[config.mk]
export PLATFORM = sky130hd
export DESIGN_NAME = dpram_arb
export DESIGN_NICKNAME = d
export VERILOG_FILES = /design/src/rtl/dpram_arb_pkg.sv /design/src/rtl/dpram_arb_resp.sv /design/src/rtl/dpram_arb.sv
export SDC_FILE = /design/constraint.sdc
export NUM_CORES = 1
export LEC_CHECK = 0
export BUFFER_PORTS_ARGS = -buffer_cell sky130_fd_sc_hd__buf_2
export CAP_MARGIN = 20
export CORE_AREA = 3 3 96 98
export DETAILED_ROUTE_END_ITERATION = 12
export DIE_AREA = 0 0 99 101
export SYNTH_ARGS = -nofsm -noshare
export SYNTH_HDL_FRONTEND = slang
export SYNTH_SLANG_ARGS = --single-unit
[constraint.sdc]
create_clock -name clk_i -period 1 [get_ports clk_i]
set_input_delay 0.2 -clock clk_i [delete_from_list [all_inputs] [get_ports clk_i]]
set_output_delay 0.2 -clock clk_i [all_outputs]
set_load 0.1 [all_outputs]
[src/rtl/dpram_arb_pkg.sv]
// ============================================================================
// Module : dpram_arb_pkg
// Purpose: Shared definitions for the port-B arbiter of the dual-port RAM:
//          lock FSM state encoding, master IDs and the clogb2 width helper.
// Ports  : none (package)
// Config : DPRAM_ARB_RR_EN (used by dpram_arb; no effect here)
// Rev    : 1.0 - initial release
// ============================================================================
`default_nettype none

package dpram_arb_pkg;

  typedef enum logic [0:0] {
    DPRAM_ARB_IDLE  = 1'b0,
    DPRAM_ARB_LOCK1 = 1'b1
  } arb_state_e;

  localparam logic M0 = 1'b0;  // core load/store unit
  localparam logic M1 = 1'b1;  // ISP / debug loader

  // Number of bits needed to represent value (at least 1).
  function automatic int clogb2(input int value);
    int v;
    int n;
    n = 0;
    for (v = value; v > 0; v = v >> 1) begin
      n = n + 1;
    end
    return (n == 0) ? 1 : n;
  endfunction

endpackage

`default_nettype wire

[src/rtl/dpram_arb_resp.sv]
// ============================================================================
// Module : dpram_arb_resp
// Purpose: Response router. Remembers which master owned the RAM access in
//          the previous cycle and whether it was a read, then steers the
//          RAM's registered read data to that master only.
// Ports  : clk_i, rst_i          - clock, synchronous active-high reset
//          acc_i, id_i, we_i     - access taken this cycle, owner, write flag
//          doutb_i               - RAM port-B read data (1-cycle latency)
//          m0_/m1_rvalid_o       - read data valid per master
//          m0_/m1_rdata_o        - read data per master (0 when not valid)
// Config : none
// Rev    : 1.0 - initial release
// ============================================================================
`default_nettype none

module dpram_arb_resp
  import dpram_arb_pkg::*;
(
  input  logic        clk_i,
  input  logic        rst_i,
  input  logic        acc_i,
  input  logic        id_i,
  input  logic        we_i,
  input  logic [31:0] doutb_i,
  output logic        m0_rvalid_o,
  output logic        m1_rvalid_o,
  output logic [31:0] m0_rdata_o,
  output logic [31:0] m1_rdata_o
);

  logic owner_q, owner_d;
  logic rd_q, rd_d;

  assign rd_d    = acc_i & ~we_i;
  assign owner_d = acc_i ? id_i : owner_q;

  always_ff @(posedge clk_i) begin
    if (rst_i) begin
      owner_q <= M0;
      rd_q    <= 1'b0;
    end else begin
      owner_q <= owner_d;
      rd_q    <= rd_d;
    end
  end

  always_comb begin
    m0_rvalid_o = 1'b0;
    m1_rvalid_o = 1'b0;
    m0_rdata_o  = '0;
    m1_rdata_o  = '0;
    if (rd_q) begin
      if (owner_q == M1) begin
        m1_rvalid_o = 1'b1;
        m1_rdata_o  = doutb_i;
      end else begin
        m0_rvalid_o = 1'b1;
        m0_rdata_o  = doutb_i;
      end
    end
  end

endmodule

`default_nettype wire

[src/rtl/dpram_arb.sv]
// ============================================================================
// Module : dpram_arb
// Purpose: Arbiter/sequencer for port B of the dual-port data/instruction
//          RAM. Shares the port between the core LSU (m0) and the loader (m1),
//          supports a loader lock for exclusive bursts and routes read data.
// Ports  : clk_i, rst_i                       - clock, sync active-high reset
//          mX_req/we/wem/addr/wdata_i         - master request channels
//          m1_lock_i                          - loader exclusive-burst request
//          mX_gnt_o                           - request accepted this cycle
//          mX_rvalid_o / mX_rdata_o           - read responses
//          enb/web/wemb/addrb/dinb_o, doutb_i - RAM port B
// Config : DPRAM_ARB_RR_EN - round-robin on contended cycles instead of
//          fixed m0-first priority.
// Rev    : 1.0 - initial release
// ============================================================================
`default_nettype none

module dpram_arb
  import dpram_arb_pkg::*;
#(
  parameter int RAM_DEPTH = 2048,
  parameter int AW        = clogb2(RAM_DEPTH - 1)
) (
  input  logic          clk_i,
  input  logic          rst_i,
  input  logic          m0_req_i,
  input  logic          m0_we_i,
  input  logic [3:0]    m0_wem_i,
  input  logic [AW-1:0] m0_addr_i,
  input  logic [31:0]   m0_wdata_i,
  input  logic          m1_req_i,
  input  logic          m1_we_i,
  input  logic [3:0]    m1_wem_i,
  input  logic [AW-1:0] m1_addr_i,
  input  logic [31:0]   m1_wdata_i,
  input  logic          m1_lock_i,
  output logic          m0_gnt_o,
  output logic          m1_gnt_o,
  output logic          m0_rvalid_o,
  output logic          m1_rvalid_o,
  output logic [31:0]   m0_rdata_o,
  output logic [31:0]   m1_rdata_o,
  output logic          enb_o,
  output logic          web_o,
  output logic [3:0]    wemb_o,
  output logic [AW-1:0] addrb_o,
  output logic [31:0]   dinb_o,
  input  logic [31:0]   doutb_i
);

  arb_state_e state_q, state_d;
  logic       gnt_id;

`ifdef DPRAM_ARB_RR_EN
  // Master favoured on the next contended cycle.
  logic rr_q, rr_d;
`endif

  // Grant: LOCK1 hands the port to m1 alone (idle cycles keep ownership).
  always_comb begin
    m0_gnt_o = 1'b0;
    m1_gnt_o = 1'b0;
    if (state_q == DPRAM_ARB_LOCK1) begin
      m1_gnt_o = m1_req_i;
    end else begin
`ifdef DPRAM_ARB_RR_EN
      if (m0_req_i && m1_req_i) begin
        m0_gnt_o = (rr_q == M0);
        m1_gnt_o = (rr_q == M1);
      end else begin
        m0_gnt_o = m0_req_i;
        m1_gnt_o = m1_req_i;
      end
`else
      m0_gnt_o = m0_req_i;
      m1_gnt_o = m1_req_i & ~m0_req_i;
`endif
    end
  end

  // Lock FSM. Leaving LOCK1 still blocks m0 for the cycle in which
  // m1_lock_i=0 is sampled, because the grant above looks at state_q.
  always_comb begin
    state_d = state_q;
    case (state_q)
      DPRAM_ARB_IDLE:  if (m1_gnt_o && m1_lock_i) state_d = DPRAM_ARB_LOCK1;
      DPRAM_ARB_LOCK1: if (!m1_lock_i)            state_d = DPRAM_ARB_IDLE;
      default:                                    state_d = DPRAM_ARB_IDLE;
    endcase
  end

  always_ff @(posedge clk_i) begin
    if (rst_i) state_q <= DPRAM_ARB_IDLE;
    else       state_q <= state_d;
  end

`ifdef DPRAM_ARB_RR_EN
  // Pointer moves only when both masters competed in IDLE; the loser of
  // this cycle is favoured next time.
  always_comb begin
    rr_d = rr_q;
    if (state_q == DPRAM_ARB_IDLE && m0_req_i && m1_req_i) begin
      rr_d = m0_gnt_o ? M1 : M0;
    end
  end

  always_ff @(posedge clk_i) begin
    if (rst_i) rr_q <= M0;
    else       rr_q <= rr_d;
  end
`endif

  // RAM port-B drive, all-zero when nobody is granted.
  always_comb begin
    enb_o   = 1'b0;
    web_o   = 1'b0;
    wemb_o  = '0;
    addrb_o = '0;
    dinb_o  = '0;
    gnt_id  = M0;
    if (m0_gnt_o) begin
      enb_o   = 1'b1;
      web_o   = m0_we_i;
      wemb_o  = m0_wem_i;
      addrb_o = m0_addr_i;
      dinb_o  = m0_wdata_i;
      gnt_id  = M0;
    end else if (m1_gnt_o) begin
      enb_o   = 1'b1;
      web_o   = m1_we_i;
      wemb_o  = m1_wem_i;
      addrb_o = m1_addr_i;
      dinb_o  = m1_wdata_i;
      gnt_id  = M1;
    end
  end

  dpram_arb_resp u_resp (
    .clk_i       (clk_i),
    .rst_i       (rst_i),
    .acc_i       (enb_o),
    .id_i        (gnt_id),
    .we_i        (web_o),
    .doutb_i     (doutb_i),
    .m0_rvalid_o (m0_rvalid_o),
    .m1_rvalid_o (m1_rvalid_o),
    .m0_rdata_o  (m0_rdata_o),
    .m1_rdata_o  (m1_rdata_o)
  );

endmodule

`default_nettype wire

-- After elaboration in Yosys (flattened, before gate mapping)
Index checks and enable logic that the tools add are counted.
- flip-flop bits (word level): 3
- bits of input ports: 133
- output and inout bits: 117
- word-level logic and storage cells: 33
- multiplexer cells: 24
- bitwise logic cells: 5
- reductions and logical operators: 1
- operators by type and width (kind ; number):
    32-bit 2-to-1 mux ; 6
    11-bit 2-to-1 mux ; 2
    1-bit 2-to-1 mux ; 13
    4-bit 2-to-1 mux ; 2
    1-bit NOT ; 3
    1-bit AND ; 2
    1-bit one-hot mux with 2 select lines ; 1
    1-bit logical AND ; 1

-- Longest topological paths before layout
Gate-level depths: netlist (run 1).
- depth after elaboration: 7
- gate-level depth with buffers: 6

-- Hierarchy
A second synthesis (run 1) with hierarchy kept.
- cell total of the unflattened synthesis: 253
- area total of the unflattened synthesis: 1544.0 um2
- modules (own cells, without submodules) (module ; times used ; cells an instance ; area an instance (um2) ; seq. area each (um2)):
    dpram_arb ; 1 ; 173 ; 980.9 ; 20.0
    dpram_arb_resp ; 1 ; 80 ; 563.0 ; 40.0

-- Least setup slack after synthesis (run 1)
Ideal clock, no wire load.
- path type: reg2out
- start point: register u_resp.rd_q
- end point: output m0_rdata_o[29]
- arrival time: 1919 ps
- data required time: 800 ps
- path slack: -1119 ps
- stages on the path, launching flop included: 4
- path buffers: 1
- cell sequence: dfxtp_1 > clkbuf_1 > nand2_1 > nor2_1
- longest elaborated chain between the ends: 1
- ends and longest elaborated chain (what ; RTL line ; source):
    start: declaration ; dpram_arb_resp.sv:32 ; logic rd_q, rd_d;
    start signal: assignment ; dpram_arb_resp.sv:43 ; rd_q <= rd_d;
    32-bit 2-to-1 mux ; dpram_arb_resp.sv:52 ; if (rd_q) begin
    end: declaration ; dpram_arb.sv:41 ; output logic [31:0] m0_rdata_o,
No other way between the ends.

-- Worst setup path after layout (run 1)
- start point: register state_q
- end point: output dinb_o[11]
- longest elaborated chain between the ends: 3
- ends and longest elaborated chain (what ; RTL line ; source):
    start: declaration ; dpram_arb.sv:51 ; arb_state_e state_q, state_d;
    start signal: assignment ; dpram_arb.sv:94 ; else state_q <= state_d;
    1-bit 2-to-1 mux ; dpram_arb.sv:63 ; if (state_q == DPRAM_ARB_LOCK1) begin
    32-bit 2-to-1 mux ; dpram_arb.sv:128 ; end else if (m1_gnt_o) begin
    32-bit 2-to-1 mux (*) ; dpram_arb.sv:121 ; if (m0_gnt_o) begin
    end: declaration ; dpram_arb.sv:47 ; output logic [31:0] dinb_o,
Every way passes the cells marked *; elsewhere a longest branch is shown, timed or not.

==> out/metrics.csv, run 1 <==
stage,metric,value,unit
timing,skew,0.00006396,ns
worst_setup_path,r2r_slack,-0.13,ns
floorplanning,core_area,8551,sq um
floorplanning,initial_utilization,0.1566,
grt,antenna_found_initial,1,
detailed_routing,drt_iter0_drc,50,
worst_setup_path,crit_family,buffers and inverters,
detailed_routing,via_per_inst,4.506,
synth,synth_mux_area_frac,0,
floorplanning,die_y,101,um
detailed_routing,ant_nets,0,
clocking,cts.sinks,3,
synth,synth_top_family_by_area,simple AND/OR/NAND/NOR gates,
synth,syn-mean-instance-area,5.313,sq um
grt,grt_overflow,0,
clocking,clk_latency,0.22,ns
synth,ys_types,21,
synth,synth_warnings,0,
timing,worst_slack,-0.5656,ns
worst_setup_path,cpMostUsedCell,buf_12,
synth,ys.flop_type,dfxtp_1,
timing,slew_violations,0,
clocking,cts_tree,built,
worst_setup_path,crit_path_max_fanout,22,
worst_setup_path,crit_chain,nand2b_4 -> inv_8 -> buf_12 -> nand2_1 -> nand2_4 -> buf_12,
grt,grt_use_total,0.1886,
synth,synth_fp_nets,385,
pwr,powerDensity,799.0,nW/um^2
worst_setup_path,rr_endpoint,u_resp.rd_q,
pwr,finalPower,4.861,mW
clocking,htreeDepth,1,
synth,ys_ff_latch,3,
worst_setup_path,cp-end-kind,output pin,
grt,gr-usage-met2,0.3962,
clocking,cts_buffers,3,
final_layout,mostFrequentLayoutCells,"132 x buf_2, 130 x buf_12, 35 x nand2_4",
worst_setup_path,crit_buf_inv,3,
hold_path,hold_class,primary input to register,
placed_design,hpwlAfterDp,7829,um
hold_path,worstHoldStart,rst_i,
clocking,clockBufferDepth,2,
detailed_routing,wl_per_cell,17.07,um
worst_setup_path,cp.depth,6,
detailed_routing,drt_pass1_iterations,4,
timing,slew_headroom,0.8684,
clocking,cts_root_buf,clkbuf_8,
pwr,peakVddDrop,545.7,uV
placed_design,place_ws,-0.4656,ns
floorplanning,dieArea,9999,sq um
synth,synth_xor_area_frac,0,
placed_design,post_dp_cell_area,5423,sq um
grt,grt_first_pass_wirelength,15140,um
hold_path,worstHoldEndpoint,u_resp.rd_q,
worst_setup_path,worstPathRequired,0.80,ns
hold_path,holdPathStages,2,
timing,fmaxAchievable,638.8,MHz
grt,grt_busiest_layer,met2,
timing,setup_violations,119,
status,outcome,finished with violations,
final_layout,stdcell_area,6083,sq um
grt,met1_usage,0.1780,
detailed_routing,wl,10720,um
worst_setup_path,reg2reg_from,state_q,
synth,synth-edff-count,0,
grt,grt_max_degree,33,
worst_setup_path,crit_type,register to output pin,
detailed_routing,drc,0,
final_layout,nNetsFinal,653,
grt,grt_util_met3,0.03045,
grt,grt_pass1_vias,2976,
final_layout,syn_to_final_growth,354.4,%
synth,yosys.area_share.simple,0.8159,
synth,synth-adder-area-share,0,
synth,synth_cells,252,
timing,hold_viol,0,
placed_design,portBuffers,249,
worst_setup_path,start_kind,register,
timing,fin_crit,1.566,ns
timing,max_slew.worst_pin.slew,0.1974,ns
synth,ys_async_sr_fraction,0,
job,max-cap-violations,0,
worst_setup_path,r2r_cells,6,
final_layout,final_common_cell,buf_2,
synth,synth-compound-area-share,0.007477,
pwr,leakagePower,2.751,nW
timing,fin_crit_sh,1.566,
status,failed_checks,negative setup slack,
floorplanning,die-width,99,um
final_layout,post_route_cells_drive_above_1_share,0.8748,
worst_setup_path,max_stage_delay,0.31,ns
synth,ys_seq_area_frac,0.04486,
clocking,cts_hold_buf,0,
clocking,clk_pin_slew_worst_paths,0.03,ns
synth,netlist_area,1339,sq um
detailed_routing,num_vias,2830,
worst_setup_path,arrival,1.37,ns
placed_design,place.gp.congestion,0.7569,
floorplanning,io_pins,250,
floorplanning,rows,34,
worst_setup_path,crit_slowest_cell,dfxtp_2,
timing,rsz0062_at_grt,yes,
-- synth_stat cells (2+ instances only) --
library cell   n  area, sq um
and3_1        19        118.9
buf_6          6        67.56
dfxtp_1        3        60.06
nand3_1       48        240.2
and2_1        33        206.5
nor2_1         2        7.510
buf_2          6        30.03
a21oi_1        2        10.01
clkbuf_1       8        30.03
nand2_1       97        364.1
buf_4          4        30.03
nand2b_1       3        18.77
and3_2        13        97.59
-- layout make-up --
type	count	area, sq um
Timing Repair Buffer	289	3671
Fill cell	565	2467
Multi-Input combinational cell	221	2146
Tap cell	108	135.1
Sequential cell	3	68.82
Clock buffer	4	45.04
Inverter	2	15.01
Antenna cell	1	2.502
-- state kept, by name, summed over array words and instances (netlist names) --
register and cells:
u_resp.rd_q 1, state_q 1, u_resp.owner_q 1
-- logic make-up after synthesis --
group	Yosys count
and+or+nand+nor	219
buffers and inverters	28
DFF	3
AOI/OAI and AO/OA	2
-- power by group --
part           internal, mW  total, mW  switching (mW)
sequential            0.125      0.132         0.00667
combinational          1.68       4.37            2.68
clock                 0.273      0.363          0.0900
-- routing by layer --
| layer | share of wire | up-vias |
|---|---|---|
| li1 | - | 1356 |
| met5 | 0 | - |
| met1 | 0.31 | 1295 |
| met4 | 0.023 | 0 |
| met2 | 0.60 | 164 |
| met3 | 0.075 | 15 |
-- worst register-to-register path, cell delays in order (launching register included) --
cell,delay (ns)
dfxtp_2,0.31
nand2b_4,0.19
buf_12,0.15
buf_16,0.13
buf_6,0.11
nand3b_1,0.08
a21oi_2,0.05
-- worst max-delay path by stage --
stage	from	to	slack, ns
after CTS	state_q	web_o	-0.58
after floorplan	state_q	addrb_o[8]	-0.37
after detailed placement	state_q	wemb_o[3]	-0.47
final	state_q	dinb_o[11]	-0.57
after global routing	state_q	dinb_o[19]	-0.63
after global placement	state_q	web_o	-0.40
-- what timing repair did --
| action | 4_1_cts | 5_1_grt |
|---|---|---|
| cloned | 8 | 6 |
| setup buffers | 14 | 3 |
| hold endpoints to repair | 0 | 0 |
| gates resized for setup | 49 | 13 |
| setup endpoints to repair | 118 | 118 |
| pin swaps | 17 | 29 |
-- metrics by stage --
step,cells,util,hold slack [ns],setup TNS [ns]
floorplan,252,-,0.2594,-27.87
global placement,598,0.6342,0.4032,-26.62
detailed placement,598,0.6342,0.4051,-29.72
CTS,624,0.7015,0.1784,-60.08
global route,628,0.7114,0.1958,-63.37
finish,628,0.7114,0.1796,-58.54
No activity file was read; power rests on OpenSTA's default activity.
==> inputs of run 2 (changes only) <==
--- a/config.mk
+++ b/config.mk
@@ -10,6 +10,7 @@
 export CORE_AREA = 3 3 96 98
 export DETAILED_ROUTE_END_ITERATION = 12
 export DIE_AREA = 0 0 99 101
+export RECOVER_POWER = 50
 export SYNTH_ARGS = -nofsm -noshare
 export SYNTH_HDL_FRONTEND = slang
 export SYNTH_SLANG_ARGS = --single-unit
==> run 2 against run 1 <==
The flow still finishes with violations (negative setup slack). Setup slack got worse by 0.0060 ns. Global-route usage unchanged. Cell area shrank 0.14%. Largest cell class unchanged.
==> out/metrics.csv, run 2 (synthesized netlist as in run 1, its figures left out) <==
stage,metric,value,unit,change
clocking,clk_pin_slew_worst_paths,0.03,ns,about the same
floorplanning,io_pins,250,,unchanged
worst_setup_path,r2r_slack,-0.13,ns,about the same
final_layout,nNetsFinal,653,,unchanged
grt,grt_use_total,0.1886,,unchanged
pwr,combPwrFrac,0.899,,about the same
timing,fmaxAchievable,636.3,MHz,-0.38%
pwr,finalPower,4.854,mW,-0.14%
status,failed_checks,negative setup slack,,
floorplanning,die-width,99,um,unchanged
final_layout,fin_cells,628,,unchanged
detailed_routing,ant_nets,0,,unchanged
hold_path,holdPathStages,2,,unchanged
detailed_routing,drt_iter0_drc,50,,unchanged
clocking,cts_root_buf,clkbuf_8,,
pwr,internal_power,2.078,mW,-0.22%
placed_design,portBuffers,249,,unchanged
placed_design,place.gp.congestion,0.7569,,unchanged
worst_setup_path,cp-end-kind,output pin,,
job,max-cap-violations,0,,unchanged
clocking,cts_buffers,3,,unchanged
pwr,netSwitchingFraction,0.5719,,about the same
pwr,p_clk_frac,0.074,,about the same
timing,fin_crit_sh,1.572,,+0.005966
pwr,leakagePower,2.747,nW,-0.12%
final_layout,syn_to_final_growth,353.7,%,
detailed_routing,via_per_inst,4.505,,about the same
floorplanning,dieArea,9999,sq um,unchanged
hold_path,worstHoldStart,rst_i,,
detailed_routing,drt_pass1_iterations,4,,unchanged
hold_path,hold_class,primary input to register,,
pwr,p_switching,2.776,mW,about the same
timing,skew,0.0002482,ns,+0.0001842 ns
final_layout,top_regs,"state_q (1), u_resp.owner_q (1), u_resp.rd_q (1)",,
detailed_routing,wl_per_cell,17.08,um,about the same
pwr,peakVddDrop,545.7,uV,about the same
grt,grt_max_degree,33,,unchanged
clocking,cts_tree,built,,
timing,setup_violations,119,,unchanged
status,outcome,finished with violations,,
hold_path,worstHoldEndpoint,u_resp.rd_q,,
worst_setup_path,rr_endpoint,u_resp.rd_q,,
grt,grt_overflow,0,,unchanged
timing,max_slew.worst_pin.slew,0.3301,ns,+0.1327 ns
placed_design,hpwlAfterDp,7829,um,unchanged
timing,slew_headroom,0.7799,,-0.08847
pwr,powerDensity,799.0,nW/um^2,about the same
detailed_routing,drc,0,,unchanged
timing,worst_slack,-0.5715,ns,-0.005966 ns
worst_setup_path,crit_type,register to output pin,,
floorplanning,rows,34,,unchanged
floorplanning,die_y,101,um,unchanged
final_layout,final_common_cell,buf_2,,
timing,setup-tns-final,-58.63,ns,-0.09160 ns
grt,grt_pass1_vias,2976,,unchanged
worst_setup_path,worstPathRequired,0.80,ns,about the same
timing,hold_viol,0,,unchanged
worst_setup_path,start_kind,register,,
timing,fin_crit,1.572,ns,+0.005966 ns
worst_setup_path,arrival,1.37,ns,about the same
timing,slew_violations,0,,unchanged
floorplanning,core_area,8551,sq um,unchanged
clocking,cts.sinks,3,,unchanged
final_layout,post_route_cells_drive_above_1_share,0.8748,,unchanged
final_layout,mostFrequentLayoutCells,"132 x buf_2, 129 x buf_12, 35 x nand2_4",,
clocking,clockBufferDepth,2,,unchanged
grt,antenna_found_initial,1,,unchanged
placed_design,dp.cells,598,,unchanged
timing,rsz0062_at_grt,yes,,
grt,grt_first_pass_wirelength,15140,um,unchanged
worst_setup_path,r2r_cells,6,,unchanged
clocking,clk_latency,0.22,ns,about the same
worst_setup_path,crit_path_max_fanout,8,,-64%
detailed_routing,num_vias,2829,,-0.035%
pwr,pwr-share-seq,0.027,,about the same
worst_setup_path,reg2reg_from,state_q,,
clocking,cts_hold_buf,0,,unchanged
clocking,htreeDepth,1,,unchanged
floorplanning,initial_utilization,0.1566,,unchanged
detailed_routing,wl,10730,um,about the same
[run 2: cell count changes in the layout (fill, tap and decap cells not counted)]
cell / change
buf_6: +1
buf_12: -1
[run 2: worst max-delay path: stages (launching register included)]
cell      delay, ns
dfxtp_2        0.32
nand2b_4       0.19
buf_4          0.21
nand3_2        0.14
nand2_8        0.11
buf_12         0.17
[run 2: stage by stage]
step / area [sq um] / util / worst slack (ns) / hold slack [ns]
2_1_floorplan: 2316 / - / -0.3728 / 0.2594
3_3_place_gp: 5423 / 0.6342 / -0.4009 / 0.4032
3_5_place_dp: 5423 / 0.6342 / -0.4656 / 0.4051
4_1_cts: 5998 / 0.7015 / -0.5835 / 0.1784
5_1_grt: 6075 / 0.7104 / -0.6317 / 0.1958
6_report: 6075 / 0.7104 / -0.5715 / 0.1773
[run 2: final cells by class]
type	instances	area, sq um
diodes	1	2.502
clock buffers	4	45.04
fillers	565	2476
inverters	2	15.01
multi-input cells	221	2146
flip-flops and latches	3	68.82
well taps	108	135.1
repair buffers	289	3662
[run 2: how the worst max path moves through the flow]
stage / cells after the start / from / endpoint / slack, ns
after floorplan: 6 / state_q / addrb_o[8] / -0.37
after global placement: 5 / state_q / web_o / -0.40
after detailed placement: 5 / state_q / wemb_o[3] / -0.47
after CTS: 6 / state_q / web_o / -0.58
after global routing: 5 / state_q / dinb_o[19] / -0.63
final: 5 / state_q / addrb_o[8] / -0.57
[run 2: power by group through the flow]
stage | registers, mW | logic (mW) | clock network (mW)
2_1_floorplan | 0.137 | 2.57 | 0
3_3_place_gp | 0.133 | 4.01 | 0
3_5_place_dp | 0.134 | 4.06 | 0
4_1_cts | 0.131 | 4.34 | 0.366
5_1_grt | 0.132 | 4.49 | 0.382
6_report | 0.132 | 4.36 | 0.361
[run 2: timing repair]
item                                    CTS  global route
setup buffers                            14             3
endpoints found under the setup margin  118           118
gates resized for setup                  49            13
cloned                                    8             6
pin swaps                                17            29
[run 2: routing by layer]
layer  up-vias  wire, um  GRT usage
li1       1356         -          -
met1      1296      3280     0.1780
met2       162      6394     0.3962
met3        15       804    0.03045
met4         0       246    0.07248
met5         -         0          0
==> inputs of run 3 (changes only) <==
==> constraint.sdc (replaced) <==
create_clock -name clk_i -period 1.6 [get_ports clk_i]
set_input_delay 0.32 -clock clk_i [delete_from_list [all_inputs] [get_ports clk_i]]
set_output_delay 0.32 -clock clk_i [all_outputs]
set_load 0.1 [all_outputs]
==> run 3 against run 2 <==
Sequential cell count unchanged. Core utilization down 12 points. Sequential share of layout area up 0.18 points. Clock-buffer cell count unchanged. Cell area down 17%. Wire length down 17%. Cell count down 3.2%. The flow still finishes with violations (negative setup slack). Non-clock buffer count down 19. Register-to-register slack better by 0.57 ns. Clock skew up 0.0086 ns. Highest routed layer unchanged. Via count down 4.8%. Sequential power down 38%.
==> out/metrics.csv, run 3 (synthesized netlist as in run 1, its figures left out) <==
stage,metric,value,unit,change
final_layout,top_regs,"state_q (1), u_resp.owner_q (1), u_resp.rd_q (1)",,
placed_design,portBuffers,249,,unchanged
final_layout,stdcell_area,5035,sq um,-17%
final_layout,fin_cells,608,,-3.2%
detailed_routing,ant_nets,0,,unchanged
clocking,cts_tree,built,,
floorplanning,io_pins,250,,unchanged
timing,slew_violations,0,,unchanged
pwr,powerDensity,538.4,nW/um^2,-33%
floorplanning,dieArea,9999,sq um,unchanged
worst_setup_path,arrival,1.35,ns,-0.02 ns
worst_setup_path,start_kind,register,,
clocking,cts_hold_buf,0,,unchanged
grt,grt_use_total,0.1482,,-0.04040
timing,worst_slack,-0.07161,ns,+0.4999 ns
final_layout,n_antenna_cell,0,,-1
timing,hold_ws,0.3067,ns,+0.1294 ns
final_layout,mostFrequentLayoutCells,"132 x buf_2, 124 x buf_12, 48 x nand3_1",,
floorplanning,initial_utilization,0.1566,,unchanged
grt,grt_pass1_vias,2642,,-11%
worst_setup_path,crit_type,register to output pin,,
worst_setup_path,cp-end-kind,output pin,,
final_layout,syn_to_final_growth,276.1,%,
detailed_routing,num_vias,2694,,-4.8%
status,outcome,finished with violations,,
timing,max_slew.worst_pin.slew,0.2438,ns,-0.08631 ns
placed_design,place.gp.congestion,0.7819,,+3.3%
pwr,leakagePower,2.508,nW,-8.7%
final_layout,final_common_cell,buf_2,,
worst_setup_path,crit_path_max_fanout,12,,+4
timing,fmaxAchievable,598.2,MHz,
grt,antenna_found_initial,0,,-1
clocking,clockBufferDepth,2,,unchanged
status,failed_checks,negative setup slack,,
floorplanning,rows,34,,unchanged
detailed_routing,drt_iter0_drc,49,,-2.0%
timing,rsz0062_at_grt,yes,,
placed_design,hpwlAfterDp,7196,um,-8.1%
pwr,finalPower,2.711,mW,-44%
detailed_routing,wl_per_cell,14.73,um,-14%
detailed_routing,via_per_inst,4.431,,-1.6%
final_layout,fin_util,0.5888,,-0.1216
clocking,cts_buffers,3,,unchanged
placed_design,place_ws,0.04069,ns,+0.5063 ns
final_layout,nNetsFinal,634,,-2.9%
floorplanning,die-width,99,um,unchanged
grt,grt_max_degree,42,,+27%
detailed_routing,drt_pass1_iterations,4,,unchanged
timing,slew_headroom,0.8371,,+0.05719
placed_design,dp.cells,593,,-0.84%
clocking,htreeDepth,1,,unchanged
detailed_routing,wl,8953,um,-17%
clocking,cts_root_buf,clkbuf_8,,
clocking,cts.sinks,3,,unchanged
detailed_routing,drc,0,,unchanged
timing,fin_crit,1.672,ns,
placed_design,post_dp_cell_area,4703,sq um,-13%
worst_setup_path,worstPathRequired,1.28,ns,+0.48 ns
hold_path,hold_class,primary input to register,,
timing,hold_viol,0,,unchanged
clocking,clk_latency,0.22,ns,about the same
grt,grt_overflow,0,,unchanged
floorplanning,die_y,101,um,unchanged
final_layout,post_route_cells_drive_above_1_share,0.7980,,-0.07676
grt,grt_first_pass_wirelength,12340,um,-18%
floorplanning,core_area,8551,sq um,unchanged
job,max-cap-violations,0,,unchanged
timing,fin_crit_sh,1.045,,
timing,skew,0.008897,ns,+0.008648 ns
clocking,clk_pin_slew_worst_paths,0.04,ns,about the same
timing,setup-tns-final,-2.888,ns,+55.74 ns
pwr,peakVddDrop,380.4,uV,-30%
timing,setup_violations,72,,-39%
==> run 3: changes by cell type in the layout (fill, tap and decap cells not counted), sizes merged <==
cell / change
buf: -19
diode: -1
==> run 3: critical path, stage by stage, from the launching register on <==
cell       delay, ns
dfxtp_2         0.32
nand2b_4        0.20
inv_8           0.11
clkbuf_16       0.17
nand2_1         0.09
nand2_4         0.07
buf_12          0.17
==> run 3: final timing paths <==
kind | from | end | slack [ns] | cells past startpoint
worst max-delay path | state_q | wemb_o[1] | -0.07 | 6
worst min-delay path | rst_i | u_resp.owner_q | 0.31 | 2
worst min register to register | state_q | state_q | 0.52 | 2
worst max register to register | state_q | u_resp.rd_q | 0.44 | 6
==> run 3: cell type report <==
type | count | area (sq um)
multi-input cells | 221 | 1415
flip-flops and latches | 3 | 66.31
well taps | 108 | 135.1
repair buffers | 270 | 3358
clock buffers | 4 | 45.04
inverters | 2 | 15.01
fillers | 739 | 3516
==> run 3: per-layer routing <==
| metal | vias to the layer above | track usage | routed length [um] |
|---|---|---|---|
| met5 | - | 0 | 0 |
| met4 | 0 | 0.01576 | 80 |
| met3 | 6 | 0.04775 | 911 |
| met2 | 161 | 0.2986 | 4901 |
| met1 | 1216 | 0.1520 | 3059 |
| li1 | 1311 | - | - |
==> run 3: repair_timing <==
action / CTS / global route
pin swaps: 0 / 33
endpoints found under the setup margin: 52 / 104
resized for setup: 11 / 38
gates cloned: 0 / 6
buffers inserted: 0 / 5
endpoints found under the hold margin: 0 / 0
==> run 3: where the power goes <==
group          internal [mW]  switching [mW]
clock                  0.171          0.0567
combinational          0.888            1.51
sequential            0.0789         0.00275
